## src/rtl/dec2_rr_arbiter.sv

```systemverilog
// Round-robin arbiter driving a shared 2-to-4 decoder (A, B, active-low D).
// Optional grant timeout: define DEC2_ARB_TIMEOUT_EN to cap grants at HOLD_MAX cycles.
module dec2_rr_arbiter #(
    parameter int unsigned HOLD_MAX = 16
) (
    input  logic       clk,
    input  logic       rst_n,
    input  logic [3:0] req,
    output logic       dec_d,
    output logic       dec_a,
    output logic       dec_b,
    output logic [3:0] grant,
    output logic       busy,
    output logic       timeout
);

    localparam logic [0:0] S_IDLE  = 1'b0;
    localparam logic [0:0] S_GRANT = 1'b1;

    if (HOLD_MAX < 2 || HOLD_MAX > 255) begin : g_bad_hold_max
        $error("HOLD_MAX out of range");
    end

    logic [0:0] state;
    logic [1:0] owner;
    logic [1:0] last;
    logic [1:0] win;
    logic [1:0] c1;
    logic [1:0] c2;
    logic [1:0] c3;
    logic       to_hit;

    assign c1 = last + 2'd1;
    assign c2 = last + 2'd2;
    assign c3 = last + 2'd3;

    // Scan starts just after the previous winner; last itself is lowest priority.
    always_comb begin
        win = last;
        if (req[c1])
            win = c1;
        else if (req[c2])
            win = c2;
        else if (req[c3])
            win = c3;
    end

`ifdef DEC2_ARB_TIMEOUT_EN
    localparam logic [7:0] HOLD_LAST = 8'(HOLD_MAX - 1);

    logic [7:0] hold_cnt;
    logic       timeout_q;

    assign to_hit  = (hold_cnt == HOLD_LAST);
    assign timeout = timeout_q;

    always_ff @(posedge clk or negedge rst_n) begin
        if (!rst_n) begin
            hold_cnt  <= 8'd0;
            timeout_q <= 1'b0;
        end else begin
            timeout_q <= 1'b0;
            if (state == S_IDLE) begin
                hold_cnt <= 8'd0;
            end else if (req[owner] && to_hit) begin
                timeout_q <= 1'b1;
            end else if (req[owner] && hold_cnt != 8'hFF) begin
                hold_cnt <= hold_cnt + 8'd1;
            end
        end
    end
`else
    assign to_hit  = 1'b0;
    assign timeout = 1'b0;
`endif

    always_ff @(posedge clk or negedge rst_n) begin
        if (!rst_n) begin
            state <= S_IDLE;
            owner <= 2'd0;
            last  <= 2'd3;
            dec_d <= 1'b1;
            dec_a <= 1'b0;
            dec_b <= 1'b0;
            grant <= 4'b0000;
            busy  <= 1'b0;
        end else begin
            unique case (state)
                S_IDLE: begin
                    if (|req) begin
                        state <= S_GRANT;
                        owner <= win;
                        last  <= win;
                        dec_a <= win[1];
                        dec_b <= win[0];
                        dec_d <= 1'b0;
                        grant <= 4'b0001 << win;
                        busy  <= 1'b1;
                    end
                end
                S_GRANT: begin
                    // dec_a/dec_b keep the old select while D is inactive.
                    if (!req[owner] || to_hit) begin
                        state <= S_IDLE;
                        dec_d <= 1'b1;
                        grant <= 4'b0000;
                        busy  <= 1'b0;
                    end
                end
                default: begin
                    state <= S_IDLE;
                end
            endcase
        end
    end

endmodule

```

## config.mk

```make
export PLATFORM = sky130hd
export DESIGN_NAME = dec2_rr_arbiter
export DESIGN_NICKNAME = d
export VERILOG_FILES = /design/src/rtl/dec2_rr_arbiter.sv
export SDC_FILE = /design/constraint.sdc
export NUM_CORES = 1
export LEC_CHECK = 0
export CAP_MARGIN = 20
export CELL_PAD_IN_SITES_DETAIL_PLACEMENT = 1
export CELL_PAD_IN_SITES_GLOBAL_PLACEMENT = 1
export CORE_MARGIN = 2
export CORE_UTILIZATION = 36
export CTS_BUF_LIST = sky130_fd_sc_hd__clkbuf_8
export CTS_CLUSTER_DIAMETER = 100
export DETAILED_ROUTE_END_ITERATION = 7
export PLACE_DENSITY = 0.77
export RECOVER_POWER = 50
export SYNTH_ARGS = -nofsm -noshare
export SYNTH_HDL_FRONTEND = slang
export SYNTH_SLANG_ARGS = --single-unit
```

## constraint.sdc

```tcl
create_clock -name clk -period 2.06 [get_ports clk]
set_input_delay 0.618 -clock clk [delete_from_list [all_inputs] [get_ports clk]]
set_output_delay 0.618 -clock clk [all_outputs]
set_load 0.01 [all_outputs]
```

==> impl_results.md <==
* Antenna violations before repair at 0
* Core area at 1350 um^2
* PD cells at 1650 nW/um^2
* CTS tree: built
* Status: finished clean
* CP top delay family: buffers and inverters
* Post-CTS sizing at 0
* Share of layout cells above drive strength 1 at 25.7%
* CP Class: reg -> out
* Routed WL per cell at 16.9 um
* Unique masters post-synth at 26
* Slowest stage delay, CP at 0.53 ns
* Period utilisation layout at 92.4%
* Critical-path top delay cell: clkdlybuf4s50_1
* Commonest cells after routing, fill and taps aside: clkdlybuf4s50_1 (9), dfrtp_1 (8), nand2_1 (6)
* Crit end category: output port
* Hpwl dp at 1.06 mm
* DRT Pass-1 Iters at 4
* Critical path cell sequence: clkdlybuf4s50_1
* All-Layer GR Usage at between 10% and 20%
* Starting Density at 39.8%
* Largest net degree at the start of global routing at 12
* Final Max Slew Viols at 0
* Routed WL at 1.44 mm
* Clock sink count at 11
* Final nets at 77
* ANT nets after route at 0
* Cells after Synth at 50
* CTS Root Cell: clkbuf_8
* Dpl cells at 81
* DIE HEIGHT at between 40 and 50 um
* Vias per inst at 5.56
* Vias in the first global route at 509
* Commonest non-fill, non-tap cell in the layout: clkdlybuf4s50_1
* Top cell type's share of synthesized area at 37.3%
* DIE AREA at 1820 um^2
* Sequential element share of the synthesized area at 52.0%
* Slew of the pin with the lowest slew margin at 0.502 ns
* GR Overflow Total at 0
* Peak VDD IR at 0.766 mV
* N_diodes at 0
* Dpl ws at -0.0637 ns
* Min Clock Period, post-route at 1.90 ns
* Die X at 42.6 um
* Global placer's final weighted congestion at 0.726
* Slew headroom at 66.4%
* Post-CTS setup repair buffer count at 0
* First-pass GRT wire length at 2.56 mm
* Clock transition at path regs at 0.05 ns
* Hold WS at about 0.46 ns
* Worst hold path type: reg -> reg
* 1st-iter DRT viols at 7
* Area leader, netlist: dfrtp_1
* Main area contributors after synthesis: dfrtp_1 (37%), dfstp_2 (15%), a21o_1 (4.2%)
* Worst Path Max Fanout at 2
* Syn avg cell area at 10.7 um^2
* # DRC at 0
* Crit path buffers/inverters at 1
* Clock latency on the worst-skew pair at 0.24 ns
* Ports at 15
* # setup viols final at 0
* Register bit total from synthesis at 11
* WP data arrival at 1.29 ns
* Fmax at 525 MHz
* Max Cap Viol at 0
* Final Hold Viols at 0
* # rows at 13
* I/O Buffers at 13
* Final worst slack at 0.156 ns
* Vias at 473
* Unrepaired setup endpoints after global routing: no
* Syn nets at 56
* Final Skew at 0.00476 ns
* Ys Warns at 0
* Post-Layout Cell Count at 85
* CTS Buffer Depth at 2
* CTS buffer count at 3
* Hold-fix buffers, CTS at 0
* Synthesis-to-layout area growth at 40.8%
* Setup_tns at 0 ns
* Netlist area before placement at 537 um^2
* CP startpoint kind: flop
* Leak at 0.344 nW
* Htree depth at 1
* Worst Path Required at 1.44 ns
-- registers in the layout, indices dropped and copies added, names as in the netlist --
signal,cells
dec_d,1
dec_a,1
owner,1
busy,1
last,2
state,1
grant,4
-- synthesized netlist by cell type, drive strengths merged --
cell / n
dfrtp: 8
nand2: 7
nor2: 5
a21o: 3
dfstp: 3
a21oi: 2
a22o: 2
a32o: 2
buf: 2
nand2b: 2
nand3: 2
a31o: 1
and3: 1
conb: 1
inv: 1
mux2i: 1
mux4: 1
nand3b: 1
nor3: 1
nor4: 1
o21a: 1
o21ai: 1
or2: 1
-- cells by family (layout without fill, tap and decap cells) --
group	count (synthesis)	count (layout)	synth area share [%]
buf+inv	3	23	3.03
flops	11	11	52.0
simple gates	21	21	20.5
mux	2	2	6.06
other cells	1	1	0.699
compound gates	12	12	17.7
-- where the power goes --
part	internal, mW	switching [mW]
sequential	0.347	0.0988
combinational	0.310	0.270
clock	0.131	0.0867
total	0.788	0.456
-- layout make-up --
class,instances,area (um^2)
multi-input cells,36,241
repair buffers,18,168
clock buffers,3,41.3
clock inverters,1,3.75
well taps,15,18.8
fillers,158,594
inverters,1,3.75
flip-flops and latches,11,279
-- through the flow --
step / util, % / power, mW / cell area [um^2]
after floorplan: - / 0.754 / 537
after global placement: 52.6 / 1.01 / 711
after detailed placement: 52.6 / 1.04 / 711
final: 56.0 / 1.24 / 756
after global routing: 56.0 / 1.34 / 756
after CTS: 56.0 / 1.27 / 756
-- layer usage --
| layer | routed length, um | vias up | GRT usage (%) |
|---|---|---|---|
| li1 | - | 218 | - |
| met1 | 624 | 242 | 25.5 |
| met2 | 733 | 11 | 30.5 |
| met3 | 70 | 2 | 6.03 |
| met4 | 8 | 0 | 7.50 |
| met5 | 0 | - | 0 |
-- worst paths after layout --
kind / startpoint / to / slack, ns / depth (start not counted)
worst max register to register: last[1]$_DFFE_PN1P_ / grant[0]$_DFFE_PN0P_ / 0.56 / 4
worst min register to register: dec_d$_DFFE_PN1P_ / dec_d$_DFFE_PN1P_ / 0.46 / 2
worst max-delay path: dec_d$_DFFE_PN1P_ / dec_d / 0.16 / 1
max in group asynchronous: rst_n / dec_d$_DFFE_PN1P_ / 0.92 / 1
worst min-delay path: dec_d$_DFFE_PN1P_ / dec_d$_DFFE_PN1P_ / 0.46 / 2
min in group asynchronous: rst_n / grant[0]$_DFFE_PN0P_ / 0.78 / 1
No activity file was read; power rests on OpenSTA's default activity.
